$ cat src/rtl/mod60_time_counter.sv
// rtl/mod60_time_counter.sv - mm:ss up/down timer with prescaled one-second steps
// Fields stay in 0..59; all outputs come straight from registers.
module mod60_time_counter #(
  parameter int TICK_DIV = 50_000_000
) (
  input  logic       clk,
  input  logic       rst_n,
  input  logic       start,
  input  logic       stop,
  input  logic       clear,
  input  logic       load,
  input  logic [5:0] load_sec,
  input  logic [5:0] load_min,
  input  logic       dir,
  output logic [5:0] sec,
  output logic [5:0] min,
  output logic       running,
  output logic       done,
  output logic       sec_tick,
  output logic       wrap
);

  localparam int PW = $clog2(TICK_DIV);
  localparam logic [PW-1:0] PRE_LAST = PW'(TICK_DIV - 1);

  typedef enum logic [1:0] {IDLE, RUN, PAUSE, DONE} state_t;

  state_t        state_q, state_d;
  logic [5:0]    sec_q, sec_d, min_q, min_d;
  logic [PW-1:0] pre_q, pre_d;
  logic          tick_q, tick_d, wrap_q, wrap_d;

  function automatic logic [5:0] sat59(input logic [5:0] v);
    return (v > 6'd59) ? 6'd59 : v;
  endfunction

  always_ff @(posedge clk) begin
    if (!rst_n) begin
      state_q <= IDLE;
      sec_q   <= '0;
      min_q   <= '0;
      pre_q   <= '0;
      tick_q  <= 1'b0;
      wrap_q  <= 1'b0;
    end else begin
      state_q <= state_d;
      sec_q   <= sec_d;
      min_q   <= min_d;
      pre_q   <= pre_d;
      tick_q  <= tick_d;
      wrap_q  <= wrap_d;
    end
  end

  always_comb begin
    state_d = state_q;
    sec_d   = sec_q;
    min_d   = min_q;
    pre_d   = pre_q;
    tick_d  = 1'b0;
    wrap_d  = 1'b0;
    if (clear) begin
      state_d = IDLE;
      sec_d   = '0;
      min_d   = '0;
      pre_d   = '0;
    end else if (load && state_q != RUN) begin
      state_d = IDLE;
      sec_d   = sat59(load_sec);
      min_d   = sat59(load_min);
      pre_d   = '0;
    end else begin
      unique case (state_q)
        IDLE: begin
          if (start) begin
            // Counting down from 00:00 has nothing to do: finish immediately.
            if (dir && sec_q == '0 && min_q == '0) begin
              state_d = DONE;
            end else begin
              state_d = RUN;
              pre_d   = '0;
            end
          end
        end
        RUN: begin
          if (stop) begin
            state_d = PAUSE;
          end else if (pre_q == PRE_LAST) begin
            pre_d  = '0;
            tick_d = 1'b1;
            if (!dir) begin
              if (sec_q == 6'd59) begin
                sec_d = '0;
                if (min_q == 6'd59) begin
                  min_d  = '0;
                  wrap_d = 1'b1;
                end else begin
                  min_d = min_q + 6'd1;
                end
              end else begin
                sec_d = sec_q + 6'd1;
              end
            end else begin
              if (sec_q != '0) begin
                sec_d = sec_q - 6'd1;
              end else begin
                sec_d = 6'd59;
                min_d = (min_q == '0) ? 6'd59 : min_q - 6'd1;
              end
              if (sec_q == 6'd1 && min_q == '0) state_d = DONE;
            end
          end else begin
            pre_d = pre_q + PW'(1);
          end
        end
        PAUSE: begin
          if (start) state_d = RUN;
        end
        DONE: ;
        default: state_d = IDLE;
      endcase
    end
  end

  always_comb begin
    sec      = sec_q;
    min      = min_q;
    running  = (state_q == RUN);
    done     = (state_q == DONE);
    sec_tick = tick_q;
    wrap     = wrap_q;
  end

endmodule

$ cat config.mk
export PLATFORM = sky130hd
export DESIGN_NAME = mod60_time_counter
export DESIGN_NICKNAME = d
export VERILOG_FILES = /design/src/rtl/mod60_time_counter.sv
export SDC_FILE = /design/constraint.sdc
export NUM_CORES = 1
export LEC_CHECK = 0
export CORE_AREA = 2 2 76 78
export DETAILED_ROUTE_END_ITERATION = 10
export DIE_AREA = 0 0 78 80
export GPL_ROUTABILITY_DRIVEN = 0
export PLACE_DENSITY = 0.81
export SLEW_MARGIN = 10
export SYNTH_ARGS = -nofsm -noshare
export SYNTH_HDL_FRONTEND = slang
export SYNTH_SLANG_ARGS = --single-unit
$ cat constraint.sdc
create_clock -name clk -period 5.2 [get_ports clk]
set_input_delay 1.56 -clock clk [delete_from_list [all_inputs] [get_ports clk]]
set_output_delay 1.56 -clock clk [all_outputs]
set_load 0.005 [all_outputs]
Word-level counts from Yosys, hierarchy flattened
Cells that the tools add are included.

storage, ports and cells
  flip-flop bits (word level) = 42
  logic and storage cells = 88
  bits of input ports = 19
  output and inout bits = 16

operators by class
  order comparisons = 2
  eq/ne operators = 17
  mux-type cells = 33
  add/subtract/negate cells = 5
  reductions and logical operators = 21
  bitwise gates (word level) = 4

operators by type and width
  kind                   number
  $mux 6                 18
  $mux 26                4
  $pmux 26 s2            1
  $add 26x1->26 const B  1
  $eq 26x26->1 const B   1
  $mux 2                 7
  $add 6x1->6 const B    2
  $eq 6x6->1 const B     2
  $gt 6x6->1 const B     2
  $logic_not 6->1        2
  $sub 6x1->6 const B    2
  $ne 2x2->1 const B     4
  $reduce_or 8->1        1
  $eq 6x1->1 const B     1
  $ne 3x2->1 const B     2
  $ne 3x3->1 const B     2
  $pmux 2 s3             1
  $reduce_and 6->1       1
  $reduce_bool 2->1      3
  $reduce_bool 3->1      2
  $reduce_bool 6->1      1
  $reduce_and 5->1       1
  $reduce_or 5->1        1
  $eq 2x2->1 const B     2
  10 further kinds       18

Depth between registers and ports, before layout
Gate-level depths: netlist (run 1).

  depth after elaboration = 8
  depth in mapped cells = 9
  gate-level depth less buffers = 7

Least setup slack after synthesis (run 1)
Ideal clock, no wire load.

  path type = input to register
  start = input port dir
  end = register state_q[1]
  stages on the path = 5
  buffers on the path = 0
  setup time = 0.087 ns
  setup slack = 2.251 ns
  required time = 5.113 ns
  arrival time = 2.862 ns
  path through = nand2_1 > or4_1 > o31a_1 > or4_1 > o31ai_1

on the way
  cells in the longest elaborated chain, start to end = 5
  elaborated cells between the ends (all ways) = 7
  those cells by class = eq/ne: 1; mux: 3; reduce/logical: 3

RTL lines
  item                             line  text
  from (decl)                      14    input logic dir,
  $logic_and 1x1->1 (2 in series)  77    if (dir && sec_q == '0 && min_q == '0) begin
  $mux 2                           77
  $mux 2                           75    if (start) begin
  $pmux 2 s3                       73    unique case (state_q)
  to (signal assigned)             46    state_q <= state_d;
  to (decl)                        28    state_t state_q, state_d;

Parallel ways exist; a longest one is shown, timed or not. The select of a mux whose other input is x is not followed.
A chain may end at the register's enable or synchronous reset.

Worst setup path after layout (run 1)
  start = input port dir
  end = register pre_q[12]

on the way
  cells in the longest elaborated chain, start to end = 4

RTL lines
  item                             line  text
  $logic_and 1x1->1 (2 in series)  77
  $ne 2x2->1 (no line)             n/a
  $reduce_and 4->1 (no line)       n/a
  to (signal assigned)             49    pre_q <= pre_d;
  to (decl)                        30    logic [PW-1:0] pre_q, pre_d;

No other way between the ends.

==> results of run 1 <==
[cell type report]
cell class                      count  share of cell area
Tap cell                           72              0.0265
Clock buffer                        7              0.0225
Sequential cell                    42               0.247
Inverter                           17              0.0188
Multi-Input combinational cell    289               0.567
Timing Repair Buffer               38               0.109
Clock inverter                      1             0.00883
[synthesized netlist by cell type (3+ instances only)]
cell and count:
sky130_fd_sc_hd__dfxtp_1 42, sky130_fd_sc_hd__nor2_1 33, sky130_fd_sc_hd__a21oi_1 22, sky130_fd_sc_hd__nand2_1 21
sky130_fd_sc_hd__nand3_1 18, sky130_fd_sc_hd__clkbuf_1 17, sky130_fd_sc_hd__inv_1 17, sky130_fd_sc_hd__o21ai_0 16
sky130_fd_sc_hd__o2111ai_1 14, sky130_fd_sc_hd__ha_1 13, sky130_fd_sc_hd__xnor2_1 13, sky130_fd_sc_hd__xor2_1 13
sky130_fd_sc_hd__nor3_1 12, sky130_fd_sc_hd__nand4_1 11, sky130_fd_sc_hd__or3_1 7, sky130_fd_sc_hd__nor2b_1 6
sky130_fd_sc_hd__a211oi_1 5, sky130_fd_sc_hd__and3_1 5, sky130_fd_sc_hd__nand2b_1 5, sky130_fd_sc_hd__o211ai_1 5
sky130_fd_sc_hd__o31ai_1 5, sky130_fd_sc_hd__nor4_1 4, sky130_fd_sc_hd__nor4b_1 4, sky130_fd_sc_hd__a31oi_1 3
sky130_fd_sc_hd__buf_2 3, sky130_fd_sc_hd__o221a_2 3, sky130_fd_sc_hd__or4_1 3
[where the power goes]
group	switching, mW	internal, mW
clock network	0.118	0.144
logic	0.0713	0.0559
registers	0.0123	0.326
total	0.201	0.526
[sequential cells by signal, summed over array words and instances (netlist names)]
signal	cells
state_q	2
pre_q	26
sec	6
min	6
wrap	1
sec_tick	1
[final timing paths]
kind / end / slack, ns / cells after the start
worst min-delay path: pre_q[6] / 0.51 / 2
worst min register to register: pre_q[6] / 0.51 / 2
worst max register to register: pre_q[18] / 2.34 / 7
worst max-delay path: pre_q[12] / 1.38 / 7
[worst reg2reg max path, cell delays in order, from the launching register on]
cell,delay [ns]
sky130_fd_sc_hd__dfxtp_1,0.35
sky130_fd_sc_hd__inv_1,0.11
sky130_fd_sc_hd__ha_1,0.35
sky130_fd_sc_hd__nor2b_1,0.46
sky130_fd_sc_hd__o2111a_1,0.60
sky130_fd_sc_hd__o21ai_0,0.36
sky130_fd_sc_hd__or3_1,0.43
sky130_fd_sc_hd__a21oi_1,0.14
[layer usage]
layer / routed length [um] / track usage / vias to the layer above
met5: 0 / 0 / -
met4: 183 / 0.100 / 0
met3: 576 / 0.0419 / 23
met2: 3620 / 0.434 / 132
met1: 3100 / 0.309 / 1408
li1: - / - / 1427
[cells by family after synthesis]
| group | share of synthesized area |
|---|---|
| flops | 0.287 |
| fa+ha+maj | 0.0555 |
| buf+inv | 0.0551 |
| compound gates | 0.243 |
| mux | 0.00683 |
| simple gates | 0.275 |
| xor+xnor | 0.0777 |
[metrics by stage]
step / power [mW] / instances / util / hold slack [ns] / worst slack [ns]
finish: 0.727 / 466 / 0.629 / 0.506 / 1.38
global route: 0.760 / 466 / 0.629 / 0.532 / 1.14
CTS: 0.731 / 466 / 0.629 / 0.502 / 1.42
detailed placement: 0.469 / 458 / 0.609 / 0.488 / 1.10
global placement: 0.468 / 458 / 0.609 / 0.490 / 1.18
floorplan: 0.426 / 371 / - / 0.458 / 2.25
==> results.txt, run 1 <==
After layout, the minimum clock period comes to roughly 3.8 ns. The top cell types in the final layout, fill and taps aside, are sky130_fd_sc_hd__dfxtp_1 (42), sky130_fd_sc_hd__clkdlybuf4s50_1 (34), sky130_fd_sc_hd__nor2_1 (33). The via count of the first global-routing pass came out at 2718.

Entering global routing, the biggest net connects 25 pins. Summed over all failing endpoints, the final setup total negative slack is 0 ns. After clock tree synthesis, the flow added hold-fix buffers numbering 0.

The count of distinct cell types in the synthesized netlist is 60. From synthesis to final layout, the design area changed by 16.0%. In this run, the number of DRC markers left after iteration 0 of detailed routing was 256. The number of buffers inserted by port buffering came out at 34. The ratio of cells with drive above 1 in the final layout came out at 0.0508. The net count of the mapped netlist is 403. The data required time at the worst endpoint is 5.43 ns. The final worst-path cycle share came out at 0.735. Summing all placed instances gives a cell area of 0.00329 mm2. The leftover overflow at the end of global routing is 0. By area the synthesized netlist is led by sky130_fd_sc_hd__dfxtp_1 (29%), sky130_fd_sc_hd__ha_1 (5.6%), sky130_fd_sc_hd__nor2_1 (4.2%), sky130_fd_sc_hd__o2111ai_1 (4.2%), sky130_fd_sc_hd__xnor2_1 (3.9%).

The static leakage power came out at ~1.1 nW. STA classifies the critical path endpoint as a register. Synthesis produced a netlist whose cell count is 371. The number of nets still failing antenna checks after routing is 0. Across every metal layer, demand over resource in global routing totals 0.250. The worst-case IR drop observed on VDD is approximately 0.18 mV.

STA classifies the critical path startpoint as an input port. The tree is rooted in a sky130_fd_sc_hd__clkbuf_8. The final number of max-transition violations was 0. The signal on the critical path passes through clkdlybuf4s50_1 -> nand2_1 -> nor4_2 -> a21o_1 -> o21ai_1 -> buf_4 -> nor2_1.

For this run, the leading register cell type out of synthesis is sky130_fd_sc_hd__dfxtp_1. At the pin with the least slew margin, the transition time is about 1.0 ns. In the final layout, flip-flops and latches occupy about 840 um2.

The worst setup skew after layout came out at 0.0152 ns. Along the worst path, the maximum fanout reaches 24. On the critical path the largest part of the delay comes from buffers and inverters. The clock passes through at most 2 buffers.

The post-detailed-placement half-perimeter wirelength is around 5.2 mm. The areal power density over the cells came out at 214 mW/mm2. Setup repair after global routing left no endpoint under its margin. The run finished with clean final reports. The die covers 0.00624 mm2. 35 I/O pins were placed.

The mean number of vias per cell came out at around 6.4. The total number of H-tree levels came out at 2. The TritonCTS sink count is 42. The biggest area contributor in the post-synthesis netlist is sky130_fd_sc_hd__dfxtp_1. The number of enable flip-flop cells after synthesis came out at 0. The path class of the tightest hold or removal check is register to register. The first global-routing pass estimated 12.6 mm of wire. The initial utilization of the core area, before any placement, comes to 0.542. Yosys printed 0 warnings. The stage delay of the slowest cell on the critical path came out at ~0.93 ns. The worst slew slack as a fraction of its limit came out at 0.319. The maximum clock rate came out at 261 MHz.

Wires add up to 7.48 mm. Of the post-synthesis cell area, the dominant cell type holds 0.287. The final instance area came out at 0.00340 mm2. In the routed design, unresolved DRC markers number 0.

The antenna diode count is 0. The arrival time reported for the critical path endpoint came out at 4.06 ns. The setup path with the least slack is of type input port to register.

Measured along the y axis, the die boundary spans 80 um. The launch point of the worst hold path is pre_q[6]. The clock-pin slew of the registers on the worst-case setup and hold paths is 0.08 ns. The count of TritonRoute iterations in the first routing pass came out at 5. The average cell area after synthesis is 7.90 um2. Synthesis inferred 42 register bits. The sequential share of the synthesized area came out at 0.287. The most frequent standard cell in the layout excluding fill and tap cells is sky130_fd_sc_hd__dfxtp_1. The number of endpoints failing setup at the final stage is 0. The count of cells resized by post-cts repair is 0. The number of antenna violations at the first check in global routing is 0. The setup fix buffers added after clock tree synthesis came out at 0. In this run the critical register-to-register path is launched from state_q[1]. The multi-input combinational cell area came out at between 0.0015 and 0.002 mm2.

The number of maximum-capacitance constraint violations is 0. The core area is 0.00541 mm2. The most critical setup path has its startpoint at dir. The routed length per placed instance came out at around 16 um. The via total after detailed routing is roughly 3000.

The floorplan has 27 rows. The largest individual stage delay along the critical path comes from the cell sky130_fd_sc_hd__clkdlybuf4s50_1. The TritonCTS buffer count is 5. The fraction of registers with async set or reset after synthesis is 0. The number of buffers and inverters on the critical path is 2. The die outline width is 78 um. The number of fill cells in the layout came out at 483.

TritonCTS built the clock tree. The total count of hold-check failures in the final report came out at 0. The final net count came out at 425.

The cell area that synthesis handed to floorplanning was 0.00293 mm2. The clock network latency to the later pin of the worst-skew pair came out at 0.31 ns.
No activity file was read; power rests on OpenSTA's default activity.
==> run 2, diff against run 1 <==
Clock period 5.2 ns to 3.8 ns, I/O delays scaled along.
==> run 2 against run 1 <==
Against the previous run: global-route usage rose by 0.68 points; first-iteration DRC count increased by 0.78%; sequential power grew 37%; critical path depth shrank 1; total power grew 30%; critical endpoint is now pre_q[8]; highest routed layer unchanged.
==> results.txt, run 2 (synthesis gave the netlist of run 1 again) <==
The flow ran to the end, and the final reports show no timing, DRC or antenna violations. The worst setup skew after layout came out at 0.00878 ns. The category of the worst setup path launch point is an input port. The critical path startpoint is stop. The number of maximum-capacitance constraint violations came out at 0. The setup fix buffers added after clock tree synthesis came out at 0. The number of endpoints failing setup at the final stage is 0. The via total after detailed routing came out at 3058. The core area is 0.00541 mm2. Of all nets on the critical path, the largest fanout is 8. The critical path is of the input port to register type. The clock network power share is 0.319. The die is roughly 80 um tall.

The switching portion of total power is 0.287. The count of cells resized by post-cts repair is 0. The number of antenna violations at the first check in global routing came out at 0. The routing usage on met3 is 0.0407. At the worst endpoint, the required time is 3.99 ns. The global-route track usage on met2 came out at 0.432. At the pin with the least slew margin, the transition time is between 0.9 and 1 ns. The total power is 0.943 mW.

The stage delay of the slowest cell on the critical path is approximately 0.60 ns. The areal power density over the cells came out at 276 mW/mm2. The leftover overflow at the end of global routing is 0. The cell internal power dissipation came out at 0.672 mW. The clock tree root buffer cell is sky130_fd_sc_hd__clkbuf_8.

In the layout the commonest cells are sky130_fd_sc_hd__dfxtp_1 (42), sky130_fd_sc_hd__clkdlybuf4s50_1 (34), sky130_fd_sc_hd__nor2_1 (33). Setup repair after global routing left no endpoint under its margin. The path class of the tightest hold or removal check is register to register. The worst-case setup slack after placement is 0.590 ns. The post-detailed-placement half-perimeter wirelength came out at approximately 5.4 mm.

The area of placed instances is between 0.003 and 0.004 mm2. The final worst-path cycle share came out at 0.791. The power dissipated by switching net loads came out at 0.271 mW. For this run, global-route usage on met1 was measured as 0.329.

The post-route DRC violation count is 0. The static leakage power is about 1.1 nW. The initial core utilization is 0.542.

The worst slew slack as a fraction of its limit came out at 0.377. The floorplan row count came out at 27. STA classifies the critical path endpoint as a register. The detailed-route wire length came out at 7.66 mm. The number of fill cells in the layout came out at 478. The register with the highest flop count is pre_q. The final instance area came out at 0.00341 mm2. The worst-case setup margin in the final layout came out at 0.794 ns.

The total number of H-tree levels came out at 2. The number of DRC markers in iteration 0 is 258. The proportion of power drawn by combinational gates came out at 0.190.

Before antenna repair, the detailed router went through 5 iterations. The flip-flop count of the largest register, all copies and words added came out at 26. The die footprint is 0.00624 mm2. The TritonCTS buffer count is 5.

The top cell family by delay on the critical path is compound AO/OA/AOI/OAI gates. Leaving out fill and tap cells, the most frequent cell in the layout is sky130_fd_sc_hd__dfxtp_1. The multi-input combinational cell area came out at 0.00193 mm2.

The final number of max-transition violations is 0. The maximum clock rate came out at 333 MHz. The total negative slack for setup checks is 0 ns. The clock-pin slew of the registers on the worst-case setup and hold paths came out at 0.08 ns. The peak ir drop on the vdd network is 0.196 mV.

The total count of hold-check failures in the final report is 0. The number of nets still failing antenna checks after routing came out at 0. For the worst-skew pair, the clock arrives at the later sink with an insertion delay of 0.30 ns. The number of I/O pins came out at 35. Of the total power, registers draw 0.491. The cts-stage hold buffer count is 0. The share of the core filled with cells came out at 0.632.

The routed length per placed instance is around 16 um. The arrival time reported for the critical path endpoint came out at 3.20 ns. The minimum clock period after layout came out at 3.01 ns.

CTS saw 42 sinks. The maximum root-to-sink buffer count came out at 2. The die outline width is between 70 and 80 um. The via count of the first global-routing pass came out at 2869.

The slowest stage of the critical path belongs to the cell sky130_fd_sc_hd__a2111oi_0. The antenna diode count is 0. After detailed routing, the number of vias per cell comes to 6.51. The first global-routing pass estimated 13.1 mm of wire. TritonCTS built the clock tree. In the final design database the tool counted 429 nets. Entering global routing, the biggest net connects 22 pins.

The total routing usage reported by global routing came out at 0.257. In this run the most used layer during global routing was met2. The number of buffers and inverters on the critical path is 1. The ratio of cells with drive above 1 in the final layout is 0.0628. Buffers placed on the I/O ports in this run total 34. In this run the critical register-to-register path is launched from sec[0]. The sequential standard cell area came out at 841 um2. From synthesis to final layout, the design area changed by 16.5%. The startpoint identified for the worst hold timing path is pre_q[1]. Walking the worst path, the cells encountered are clkdlybuf4s50_1 -> nor2b_1 -> o21ai_1 -> a2111oi_0 -> xnor2_1 -> nor2_1.
run 2: changes by cell type in the layout (fill, tap and decap cells not counted), sizes merged:
cell and change:
bufinv -1, buf +4, clkinv +1
run 2: path summary, 6_finish.rpt:
path | cells past startpoint | to | slack, ns
worst min-delay path | 2 | pre_q[1] | 0.51
worst max-delay path | 6 | pre_q[8] | 0.79
worst max register to register | 7 | pre_q[22] | 1.14
worst min register to register | 2 | pre_q[1] | 0.51
run 2: through the flow:
| step | cells | hold WS [ns] |
|---|---|---|
| after floorplan | 371 | 0.458 |
| after global placement | 462 | 0.487 |
| after global routing | 470 | 0.542 |
| after detailed placement | 462 | 0.490 |
| final | 470 | 0.506 |
| after CTS | 470 | 0.503 |
run 2: metal layers:
layer	vias up	wire length [um]
li1	1441	-
met3	22	565
met2	159	3740
met4	0	147
met5	-	0
met1	1436	3210
run 2: area by class of cell:
class / count / share of cell area
multi-input cells: 289 / 0.565
flip-flops and latches: 42 / 0.246
clock inverters: 1 / 0.00147
inverters: 17 / 0.0187
well taps: 72 / 0.0264
repair buffers: 42 / 0.117
clock buffers: 7 / 0.0253
run 2: power groups by stage:
stage / clock, mW / combinational (mW) / sequential (mW)
finish: 0.301 / 0.179 / 0.463
global route: 0.328 / 0.196 / 0.465
CTS: 0.309 / 0.177 / 0.463
detailed placement: 0 / 0.175 / 0.473
global placement: 0 / 0.173 / 0.473
floorplan: 0 / 0.119 / 0.463
run 2: tightest hold or removal path: stages (launching register included):
cell                      delay [ns]
sky130_fd_sc_hd__dfxtp_1        0.34
sky130_fd_sc_hd__nand2_1        0.07
sky130_fd_sc_hd__a21oi_1        0.05
